### src/rtl/hazard_control_unit_pkg.sv
// Shared constants and types for the pipeline hazard control unit:
// forwarding-select encodings, sequencer state encoding and the default register width.
package hazard_control_unit_pkg;

  localparam int unsigned REG_AW_DEFAULT = 3;

  // Operand mux select encoding (Mux4x2 sel); 2'b11 is never driven
  localparam logic [1:0] FWD_REG   = 2'b00;
  localparam logic [1:0] FWD_EXMEM = 2'b01;
  localparam logic [1:0] FWD_MEMWB = 2'b10;

  typedef enum logic [1:0] {
    StRun   = 2'd0,
    StStall = 2'd1,
    StFlush = 2'd2
  } hcu_state_e;

endpackage

### src/rtl/hazard_control_unit_if.sv
// ID-stage hazard inputs and pipeline control outputs of the hazard control unit.
// master = pipeline datapath side, slave = hazard control unit.
interface hazard_control_unit_if #(
  parameter int unsigned REG_AW = hazard_control_unit_pkg::REG_AW_DEFAULT,
  parameter int unsigned CNT_W  = 16
);

  logic              id_valid;
  logic [REG_AW-1:0] id_rs1;
  logic [REG_AW-1:0] id_rs2;
  logic              id_use_rs1;
  logic              id_use_rs2;
  logic [REG_AW-1:0] id_rd;
  logic              id_reg_write;
  logic              id_mem_read;
  logic              ex_branch_taken;

  logic [1:0]        fwd_a_sel;
  logic [1:0]        fwd_b_sel;
  logic              pc_write;
  logic              ifid_write;
  logic              ifid_flush;
  logic              idex_bubble;
  logic [CNT_W-1:0]  perf_stall_cnt;

  modport master (
    output id_valid, id_rs1, id_rs2, id_use_rs1, id_use_rs2, id_rd, id_reg_write,
           id_mem_read, ex_branch_taken,
    input  fwd_a_sel, fwd_b_sel, pc_write, ifid_write, ifid_flush, idex_bubble,
           perf_stall_cnt
  );

  modport slave (
    input  id_valid, id_rs1, id_rs2, id_use_rs1, id_use_rs2, id_rd, id_reg_write,
           id_mem_read, ex_branch_taken,
    output fwd_a_sel, fwd_b_sel, pc_write, ifid_write, ifid_flush, idex_bubble,
           perf_stall_cnt
  );

endinterface

### src/rtl/hcu_fwd_mux_sel.sv
// Forwarding select for one EX operand: compares the operand's source register
// against the MEM and WB shadow slots; MEM wins over WB, loads in MEM never forward.
module hcu_fwd_mux_sel
  import hazard_control_unit_pkg::*;
#(
  parameter int unsigned REG_AW     = REG_AW_DEFAULT,
  parameter bit          R0_IS_ZERO = 1'b1
) (
  input  logic              src_use_i,
  input  logic [REG_AW-1:0] src_i,
  input  logic              mem_valid_i,
  input  logic              mem_reg_write_i,
  input  logic              mem_mem_read_i,
  input  logic [REG_AW-1:0] mem_rd_i,
  input  logic              wb_valid_i,
  input  logic              wb_reg_write_i,
  input  logic [REG_AW-1:0] wb_rd_i,
  output logic [1:0]        sel_o
);

  logic src_live;
  logic mem_hit;
  logic wb_hit;

  // Register 0 is hardwired, so a read of it never needs a forwarded value
  assign src_live = src_use_i && !(R0_IS_ZERO && (src_i == '0));
  assign mem_hit  = src_live && mem_valid_i && mem_reg_write_i && (mem_rd_i == src_i);
  assign wb_hit   = src_live && wb_valid_i && wb_reg_write_i && (wb_rd_i == src_i);

  always_comb begin
    sel_o = FWD_REG;
    if (mem_hit && !mem_mem_read_i) begin
      sel_o = FWD_EXMEM;
    end else if (wb_hit) begin
      sel_o = FWD_MEMWB;
    end
  end

endmodule

### src/rtl/hazard_control_unit.sv
// Pipeline sequencer for the 5-stage core: shadow rd-tag slots for EX/MEM/WB,
// operand forwarding selects, load-use stalls, taken-branch flushes and a stall counter.
module hazard_control_unit
  import hazard_control_unit_pkg::*;
#(
  parameter int unsigned REG_AW     = REG_AW_DEFAULT,
  parameter bit          R0_IS_ZERO = 1'b1,
  parameter int unsigned CNT_W      = 16
) (
  input  logic                  clk,
  input  logic                  rst,
  hazard_control_unit_if.slave  bus
);

  // EX slot
  logic              ex_valid_q;
  logic [REG_AW-1:0] ex_rd_q;
  logic              ex_reg_write_q;
  logic              ex_mem_read_q;
  logic [REG_AW-1:0] ex_rs1_q;
  logic [REG_AW-1:0] ex_rs2_q;
  logic              ex_use_rs1_q;
  logic              ex_use_rs2_q;
  // MEM slot
  logic              mem_valid_q;
  logic [REG_AW-1:0] mem_rd_q;
  logic              mem_reg_write_q;
  logic              mem_mem_read_q;
  // WB slot
  logic              wb_valid_q;
  logic [REG_AW-1:0] wb_rd_q;
  logic              wb_reg_write_q;

  hcu_state_e        state_q;
  hcu_state_e        state_d;
  logic [CNT_W-1:0]  perf_cnt_q;

  logic              load_use;
  logic              stall_event;
  logic              pc_write;
  logic              ifid_write;
  logic              ifid_flush;
  logic              idex_bubble;
  logic [1:0]        fwd_a_sel;
  logic [1:0]        fwd_b_sel;

  function automatic logic reg_match(input logic [REG_AW-1:0] rd,
                                     input logic [REG_AW-1:0] src);
    return (rd == src) && !(R0_IS_ZERO && (rd == '0));
  endfunction

  assign load_use = ex_valid_q && ex_mem_read_q && bus.id_valid &&
                    ((bus.id_use_rs1 && reg_match(ex_rd_q, bus.id_rs1)) ||
                     (bus.id_use_rs2 && reg_match(ex_rd_q, bus.id_rs2)));

  hcu_fwd_mux_sel #(
    .REG_AW     (REG_AW),
    .R0_IS_ZERO (R0_IS_ZERO)
  ) u_fwd_a (
    .src_use_i       (ex_valid_q && ex_use_rs1_q),
    .src_i           (ex_rs1_q),
    .mem_valid_i     (mem_valid_q),
    .mem_reg_write_i (mem_reg_write_q),
    .mem_mem_read_i  (mem_mem_read_q),
    .mem_rd_i        (mem_rd_q),
    .wb_valid_i      (wb_valid_q),
    .wb_reg_write_i  (wb_reg_write_q),
    .wb_rd_i         (wb_rd_q),
    .sel_o           (fwd_a_sel)
  );

  hcu_fwd_mux_sel #(
    .REG_AW     (REG_AW),
    .R0_IS_ZERO (R0_IS_ZERO)
  ) u_fwd_b (
    .src_use_i       (ex_valid_q && ex_use_rs2_q),
    .src_i           (ex_rs2_q),
    .mem_valid_i     (mem_valid_q),
    .mem_reg_write_i (mem_reg_write_q),
    .mem_mem_read_i  (mem_mem_read_q),
    .mem_rd_i        (mem_rd_q),
    .wb_valid_i      (wb_valid_q),
    .wb_reg_write_i  (wb_reg_write_q),
    .wb_rd_i         (wb_rd_q),
    .sel_o           (fwd_b_sel)
  );

  // FSM: state register
  always_ff @(posedge clk or posedge rst) begin
    if (rst) begin
      state_q <= StRun;
    end else begin
      state_q <= state_d;
    end
  end

  // FSM: next state; a taken branch overrides any stall request
  always_comb begin
    state_d = StRun;
    if (bus.ex_branch_taken) begin
      state_d = StFlush;
    end else if ((state_q == StRun) && load_use) begin
      state_d = StStall;
    end
  end

  // FSM: outputs; STALL and FLUSH behave as RUN once their event cycle is over
  always_comb begin
    pc_write    = 1'b1;
    ifid_write  = 1'b1;
    ifid_flush  = 1'b0;
    idex_bubble = 1'b0;
    stall_event = 1'b0;
    if (bus.ex_branch_taken) begin
      ifid_flush  = 1'b1;
      idex_bubble = 1'b1;
    end else if ((state_q == StRun) && load_use) begin
      pc_write    = 1'b0;
      ifid_write  = 1'b0;
      idex_bubble = 1'b1;
      stall_event = 1'b1;
    end
  end

  always_ff @(posedge clk or posedge rst) begin
    if (rst) begin
      ex_valid_q      <= 1'b0;
      ex_rd_q         <= '0;
      ex_reg_write_q  <= 1'b0;
      ex_mem_read_q   <= 1'b0;
      ex_rs1_q        <= '0;
      ex_rs2_q        <= '0;
      ex_use_rs1_q    <= 1'b0;
      ex_use_rs2_q    <= 1'b0;
      mem_valid_q     <= 1'b0;
      mem_rd_q        <= '0;
      mem_reg_write_q <= 1'b0;
      mem_mem_read_q  <= 1'b0;
      wb_valid_q      <= 1'b0;
      wb_rd_q         <= '0;
      wb_reg_write_q  <= 1'b0;
    end else begin
      wb_valid_q      <= mem_valid_q;
      wb_rd_q         <= mem_rd_q;
      wb_reg_write_q  <= mem_reg_write_q;
      mem_valid_q     <= ex_valid_q;
      mem_rd_q        <= ex_rd_q;
      mem_reg_write_q <= ex_reg_write_q;
      mem_mem_read_q  <= ex_mem_read_q;
      if (idex_bubble) begin
        ex_valid_q     <= 1'b0;
        ex_rd_q        <= '0;
        ex_reg_write_q <= 1'b0;
        ex_mem_read_q  <= 1'b0;
        ex_rs1_q       <= '0;
        ex_rs2_q       <= '0;
        ex_use_rs1_q   <= 1'b0;
        ex_use_rs2_q   <= 1'b0;
      end else begin
        ex_valid_q     <= bus.id_valid;
        ex_rd_q        <= bus.id_rd;
        ex_reg_write_q <= bus.id_reg_write;
        ex_mem_read_q  <= bus.id_mem_read;
        ex_rs1_q       <= bus.id_rs1;
        ex_rs2_q       <= bus.id_rs2;
        ex_use_rs1_q   <= bus.id_use_rs1;
        ex_use_rs2_q   <= bus.id_use_rs2;
      end
    end
  end

  always_ff @(posedge clk or posedge rst) begin
    if (rst) begin
      perf_cnt_q <= '0;
    end else if (stall_event && (perf_cnt_q != {CNT_W{1'b1}})) begin
      perf_cnt_q <= perf_cnt_q + 1'b1;
    end
  end

  assign bus.fwd_a_sel      = fwd_a_sel;
  assign bus.fwd_b_sel      = fwd_b_sel;
  assign bus.pc_write       = pc_write;
  assign bus.ifid_write     = ifid_write;
  assign bus.ifid_flush     = ifid_flush;
  assign bus.idex_bubble    = idex_bubble;
  assign bus.perf_stall_cnt = perf_cnt_q;

  // A load sitting in MEM must never still have its consumer in EX
  a_no_load_in_mem_feeding_ex : assert property (@(posedge clk) disable iff (rst)
    !(mem_valid_q && mem_mem_read_q && ex_valid_q &&
      ((ex_use_rs1_q && reg_match(mem_rd_q, ex_rs1_q)) ||
       (ex_use_rs2_q && reg_match(mem_rd_q, ex_rs2_q)))));

endmodule

### src/flat_wrapper.sv
// flat-port wrapper written by rule: the top's interface ports become plain ports
module hazard_control_unit_flat import hazard_control_unit_pkg::*;
#(
  parameter int unsigned REG_AW     = REG_AW_DEFAULT,
  parameter bit          R0_IS_ZERO = 1'b1,
  parameter int unsigned CNT_W      = 16
)
  (clk, rst, bus_id_valid, bus_id_rs1, bus_id_rs2, bus_id_use_rs1, bus_id_use_rs2, bus_id_rd, bus_id_reg_write, bus_id_mem_read, bus_ex_branch_taken, bus_fwd_a_sel, bus_fwd_b_sel, bus_pc_write, bus_ifid_write, bus_ifid_flush, bus_idex_bubble, bus_perf_stall_cnt);
  hazard_control_unit_if #(.REG_AW(REG_AW), .CNT_W(CNT_W)) bus_i ();
  input  logic clk;
  input  logic rst;
  input wire logic [$bits(bus_i.id_valid)-1:0] bus_id_valid;
  input wire logic [$bits(bus_i.id_rs1)-1:0] bus_id_rs1;
  input wire logic [$bits(bus_i.id_rs2)-1:0] bus_id_rs2;
  input wire logic [$bits(bus_i.id_use_rs1)-1:0] bus_id_use_rs1;
  input wire logic [$bits(bus_i.id_use_rs2)-1:0] bus_id_use_rs2;
  input wire logic [$bits(bus_i.id_rd)-1:0] bus_id_rd;
  input wire logic [$bits(bus_i.id_reg_write)-1:0] bus_id_reg_write;
  input wire logic [$bits(bus_i.id_mem_read)-1:0] bus_id_mem_read;
  input wire logic [$bits(bus_i.ex_branch_taken)-1:0] bus_ex_branch_taken;
  output wire logic [$bits(bus_i.fwd_a_sel)-1:0] bus_fwd_a_sel;
  output wire logic [$bits(bus_i.fwd_b_sel)-1:0] bus_fwd_b_sel;
  output wire logic [$bits(bus_i.pc_write)-1:0] bus_pc_write;
  output wire logic [$bits(bus_i.ifid_write)-1:0] bus_ifid_write;
  output wire logic [$bits(bus_i.ifid_flush)-1:0] bus_ifid_flush;
  output wire logic [$bits(bus_i.idex_bubble)-1:0] bus_idex_bubble;
  output wire logic [$bits(bus_i.perf_stall_cnt)-1:0] bus_perf_stall_cnt;
  assign bus_i.id_valid = bus_id_valid;
  assign bus_i.id_rs1 = bus_id_rs1;
  assign bus_i.id_rs2 = bus_id_rs2;
  assign bus_i.id_use_rs1 = bus_id_use_rs1;
  assign bus_i.id_use_rs2 = bus_id_use_rs2;
  assign bus_i.id_rd = bus_id_rd;
  assign bus_i.id_reg_write = bus_id_reg_write;
  assign bus_i.id_mem_read = bus_id_mem_read;
  assign bus_i.ex_branch_taken = bus_ex_branch_taken;
  assign bus_fwd_a_sel = bus_i.fwd_a_sel;
  assign bus_fwd_b_sel = bus_i.fwd_b_sel;
  assign bus_pc_write = bus_i.pc_write;
  assign bus_ifid_write = bus_i.ifid_write;
  assign bus_ifid_flush = bus_i.ifid_flush;
  assign bus_idex_bubble = bus_i.idex_bubble;
  assign bus_perf_stall_cnt = bus_i.perf_stall_cnt;
  hazard_control_unit #(.REG_AW(REG_AW), .R0_IS_ZERO(R0_IS_ZERO), .CNT_W(CNT_W)) u_core (.clk(clk), .rst(rst), .bus(bus_i));
endmodule
### config.mk
export PLATFORM = sky130hd
export DESIGN_NAME = hazard_control_unit_flat
export DESIGN_NICKNAME = d
export VERILOG_FILES = /design/src/rtl/hazard_control_unit_pkg.sv /design/src/rtl/hazard_control_unit_if.sv /design/src/rtl/hcu_fwd_mux_sel.sv /design/src/rtl/hazard_control_unit.sv /design/src/flat_wrapper.sv
export SDC_FILE = /design/constraint.sdc
export NUM_CORES = 1
export LEC_CHECK = 0
export ABC_AREA = 1
export BUFFER_PORTS_ARGS = -buffer_cell sky130_fd_sc_hd__buf_2
export CAP_MARGIN = 0
export CORE_MARGIN = 2
export CORE_UTILIZATION = 55
export DETAILED_ROUTE_END_ITERATION = 8
export PLACE_DENSITY = 0.85
export SYNTH_ARGS = -nofsm -noshare
export SYNTH_HDL_FRONTEND = slang
export SYNTH_SLANG_ARGS = --single-unit
### constraint.sdc
create_clock -name clk -period 3.2 [get_ports clk]
set_input_delay 0.16 -clock clk [delete_from_list [all_inputs] [get_ports clk]]
set_output_delay 0.16 -clock clk [all_outputs]
set_load 0.01 [all_outputs]
## After elaboration in Yosys (flattened, before gate mapping)

Index checks and enable logic that the tools add are counted.
W data, S select, Z words.

- Multiplexer cells: 20
- Eq/ne operators: 7
- Add/subtract/negate cells: 1
- Reductions and logical operators: 36

Operators by type and width:

| cell | count |
|---|---|
| $logic_and A1 B1 Y1 | 27 |
| $eq A3 B3 Y1 | 6 |
| $add A16 B1 Y16 const B | 1 |
| $ne A16 B16 Y1 const B | 1 |
| $mux W1 | 12 |
| $mux W2 | 5 |
| $logic_not A3 Y1 | 3 |
| $mux W3 | 3 |
| $logic_not A1 Y1 | 4 |
| $logic_not A2 Y1 | 1 |
| $logic_or A1 B1 Y1 | 1 |

- Logic and storage cells: 81
- Output and inout port bits: 24
- Register bits: 43

## Logic depth before layout (Yosys ltp)

- Depth in word-level cells: 10
- Mapped depth: 11
- Mapped depth without buffers: 10

## By module

Synthesis repeated with hierarchy kept, for this count alone.

- Cells, all modules: 322
- Area total of the unflattened synthesis: 2389.8 um^2

Modules (own cells, without submodules):

| module | area each (um^2) | times used | sequential area each (um^2) | cells each |
|---|---|---|---|---|
| hazard_control_unit | 2074.5 | 1 | 1076.0 | 244 |
| hcu_fwd_mux_sel | 157.7 | 2 | 0.0 | 39 |

## Worst setup path after synthesis

Ideal clock, no wire load.

- Kind: register to register
- From: reg u_core.perf_cnt_q[0] (netlist: u_core.bus.perf_stall_cnt[0])
- To: reg u_core.perf_cnt_q[7] (netlist: u_core.bus.perf_stall_cnt[7])
- Stages on the path, launching flop included: 10
- Arrival: 1470 ps
- Library setup time: 117 ps
- Setup slack: 1613 ps
- Cells stage by stage: dfrtp_1 ha_1 nand2_1 nor2_2 nand2_1 nor2_1 nor2_4 buf_6 nand2_1 nand2_1

- Word-level cells in the longest chain between the ends: 2

Ends and longest elaborated chain:

| item | line | source |
|---|---|---|
| start, declared | hazard_control_unit.sv:36 | `logic [CNT_W-1:0] perf_cnt_q;` |
| start signal, assigned | hazard_control_unit.sv:176 | `perf_cnt_q <= perf_cnt_q + 1'b1;` |
| parallel branches: the longest is 2 deep, another holds $add A16 B1 Y16 | - |  |

Several ways; the timed one is not identified.
A chain may end at the register's enable or synchronous reset.

## Worst setup path in the final report

- From: reg u_core.ex_rd_q[0]
- To: out bus_idex_bubble

- Word-level cells in the longest chain between the ends: 9

Ends and longest elaborated chain:

| item | line | source |
|---|---|---|
| start, declared | hazard_control_unit.sv:17 | `logic [REG_AW-1:0] ex_rd_q;` |
| start signal, assigned | hazard_control_unit.sv:161 | `ex_rd_q <= bus.id_rd;` |
| $logic_not A3 Y1 | hazard_control_unit.sv:49 | `return (rd == src) && !(R0_IS_ZERO && (rd == '0));` |
| $logic_not A1 Y1 | hazard_control_unit.sv:49 |  |
| $logic_and A1 B1 Y1 | hazard_control_unit.sv:49 |  |
| $logic_and A1 B1 Y1, on equally long branches | hazard_control_unit.sv:53, hazard_control_unit.sv:54 |  |
| $logic_or A1 B1 Y1 (*) | hazard_control_unit.sv:53 | `((bus.id_use_rs1 && reg_match(ex_rd_q, bus.id_rs1)) \|\|` |
| $logic_and A1 B1 Y1 (*) | hazard_control_unit.sv:52 | `assign load_use = ex_valid_q && ex_mem_read_q && bus.id_valid &&` |
| $logic_and A1 B1 Y1 (*) | hazard_control_unit.sv:117 | `end else if ((state_q == StRun) && load_use) begin` |
| $mux W1 (*) | hazard_control_unit.sv:117 |  |
| $mux W1 (*) | hazard_control_unit.sv:114 | `if (bus.ex_branch_taken) begin` |
| end, declared | flat_wrapper.sv:26 | `output wire logic [$bits(bus_i.idex_bubble)-1:0] bus_idex_bubble;` |

Mark *: on every way between the ends. The rest lies on a longest branch, timed or not.

==> metrics <==
share of layout cells above drive strength 1 a little under a fifth; Routed WL per cell 11.5 µm; worst-margin pin slew 0.514 ns; placed cells 359; clk_lat worst skew approximately 0.29 ns; die height 66.8 µm; min Tclk post-route 2.03 ns; CP Launch Point u_core.ex_rd_q[0]; clock group share of total power about a third; Seq cells post-synth 43; Crit path required time 3.04 ns; Internal 0.741 mW; sequential share of the synthesized area about half; Final period util 63.3%; diode count 0; DR vias roughly 1.8k; sequential power share 59.0%; DRC 0; Final Skew 0.00569 ns; Top Ports 41; Final #Nets 338; Top Layer Used met4; Clock Pin Slew Worst Setup and Hold Paths 0.07 ns; DIE AREA 4460 µm²; HPWL Detailed 3.16 mm; setup_tns 0 ns; Peak VDD IR 0.000257 V; combinational group share of total power under 10%; Antenna Nets Post-Route 0; post-synthesis net count 293; Max clock buf depth 2; Die Width 66.8 µm; Crit Reg-Reg Startpoint u_core.bus.perf_stall_cnt[0]; CTS tree yes; Mapped Area 2170 µm²; drt pass-1 iters 4; Critical Path Source Type flip-flop; port buffer count 40; post-synthesis cell count 275; RD Place Congestion approximately 0.91; number of global-route vias before repair 1670; Psw 0.233 mW; clock net sink count 43; M1 WL ~1.9 mm; DRT iter0 DRCs 91; most frequent cells in the layout nand2_1, dfrtp_1, buf_2; Netlist cell types 27; first-pass GRT wire length about 7.3 mm; total global-route track usage 22.1%; CP Max Fanout 15; WL final approximately 4.3 mm; syn avg cell area around 8 µm²; met2 wire len slightly above 2 mm; aggregate global routing overflow 0; Avg Vias per Cell about 5; RSZ-0062 raised after global routing false; Area growth syn-to-layout 15.5%; Setup Buffers After CTS 0; P per Cell Area 389 nW/µm²; status finished, final reports clean; Post-Place Worst Slack ~1.5 ns; Starting Density 58.3%; FP Rows 22; initial antenna violation count 0; Ys Warns 0; worst setup margin about 1.2 ns; Max H-tree Level 2; min-delay src bus_id_rd[1]; met3 wire len 219 µm; Root Driver clkbuf_8; LEAKAGE 1.38 nW; layout filler cell count 292; final hold violation count 0; largest net degree at the start of global routing 44; maximum clock rate approximately 490 MHz; worst hold path class input pin to flip-flop; Rel. slew slack 65.7%; final setup vio count 0; Final Max Slew Viols 0; CTS Buf Count 5; Max-cap violations 0; endpoint type of the worst setup path output port; switching share of power between 20% and 30%; WP data arrival 1.87 ns; most common cell after layout, fill and taps aside nand2_1; Layout Cells excl Fill ~370; Core Area 3720 µm²; critical path type flip-flop to output port
==> per-layer routing <==
layer  vias to the layer above  global-route usage, %
met2                        53                   36.0
met1                       859                   28.2
met3                        10                   5.41
met4                         0                   9.18
li1                        923                      -
met5                         -                      0
==> state kept, by name (all words and copies together) (netlist names), 2 cells and up <==
signal	count
u_core.ex_rs2_q	3
u_core.wb_rd_q	3
u_core.state_q	2
u_core.mem_rd_q	3
u_core.ex_rs1_q	3
u_core.bus.perf_stall_cnt	16
u_core.ex_rd_q	3
==> metrics by stage <==
stage | hold slack [ns] | instance area, µm² | util [%] | total power [mW]
detailed placement | 0.299 | 2400 | 64.5 | 0.657
floorplan | 0.191 | 2170 | - | 0.630
global route | 0.0594 | 2500 | 67.3 | 1.03
finish | 0.0660 | 2500 | 67.3 | 0.974
CTS | 0.0582 | 2500 | 67.3 | 0.985
global placement | 0.298 | 2400 | 64.5 | 0.654
==> cells by family (layout without fill, tap and decap cells) <==
group                      after synthesis  after routing  share of synthesized area, %
buffers and inverters                   43             89                          8.26
AOI/OAI and AO/OA                        6              6                          1.96
and+or+nand+nor                        163            163                          31.8
adders and majority gates                1              1                         0.578
DFF                                     43             43                          49.7
xor gates and xnor gates                19             19                          7.68
==> repair_timing <==
item                      CTS  global route
hold endpoints to repair   30             0
hold buffers                2             0
resized for setup           0             0
==> area by class of cell <==
class	instances	area (µm²)	share of cell area [%]
flip-flops and latches	43	1080	43.0
multi-input cells	189	911	36.4
repair buffers	43	228	9.10
inverters	38	143	5.70
clock buffers	6	72.6	2.90
well taps	48	60.1	2.40
clock inverters	2	12.5	0.500
==> worst max-delay path: stages (launching register included) <==
cell and delay (ns):
dfrtp_1 0.46, inv_2 0.05, nand2_1 0.06, nand2_1 0.05
nor2_1 0.08, nand2_1 0.06, nand2_1 0.14, nand2_1 0.07
nand2_1 0.38, buf_2 0.22
==> synth_stat cells <==
library cell,n,area (µm²)
buf_4,2,15.0
ha_1,1,12.5
inv_2,3,11.3
buf_2,2,10.0
nand4_2,1,12.5
nand3_1,12,60.1
or2_4,1,8.76
nand3_2,1,10.0
dfrtp_1,43,1080
a21oi_1,1,5.00
nand4_1,3,18.8
inv_1,35,131
xnor2_1,4,35.0
xor2_1,15,131
buf_6,1,11.3
nor2_2,1,6.26
o211ai_1,1,7.51
nor3_4,1,16.3
nor2_4,1,11.3
nand2_1,97,364
nor2_1,36,135
a211o_1,1,8.76
o22ai_1,1,6.26
a31oi_1,1,6.26
a221oi_1,1,8.76
or2_2,1,6.26
nor3_1,8,40.0
==> path summary, 6_finish.rpt <==
check / endpoint / slack (ns) / depth (start not counted)
worst max-delay path: bus_idex_bubble / 1.17 / 9
min in group asynchronous: u_core.ex_rd_q[2] / 0.53 / 4
worst max register to register: u_core.bus.perf_stall_cnt[13] / 1.46 / 7
max in group asynchronous: u_core.bus.perf_stall_cnt[7] / 2.31 / 4
worst min-delay path: u_core.ex_rd_q[1] / 0.07 / 3
worst min register to register: u_core.mem_reg_write_q / 0.35 / 0
==> power by group through the flow <==
stage	logic (mW)	clock network [mW]	registers, mW
after floorplan	0.0484	0	0.582
after global placement	0.0699	0	0.584
final	0.0729	0.327	0.575
after CTS	0.0742	0.336	0.575
after global routing	0.0837	0.365	0.577
after detailed placement	0.0719	0	0.585
Note: power is estimated with default switching activity, not from simulation.
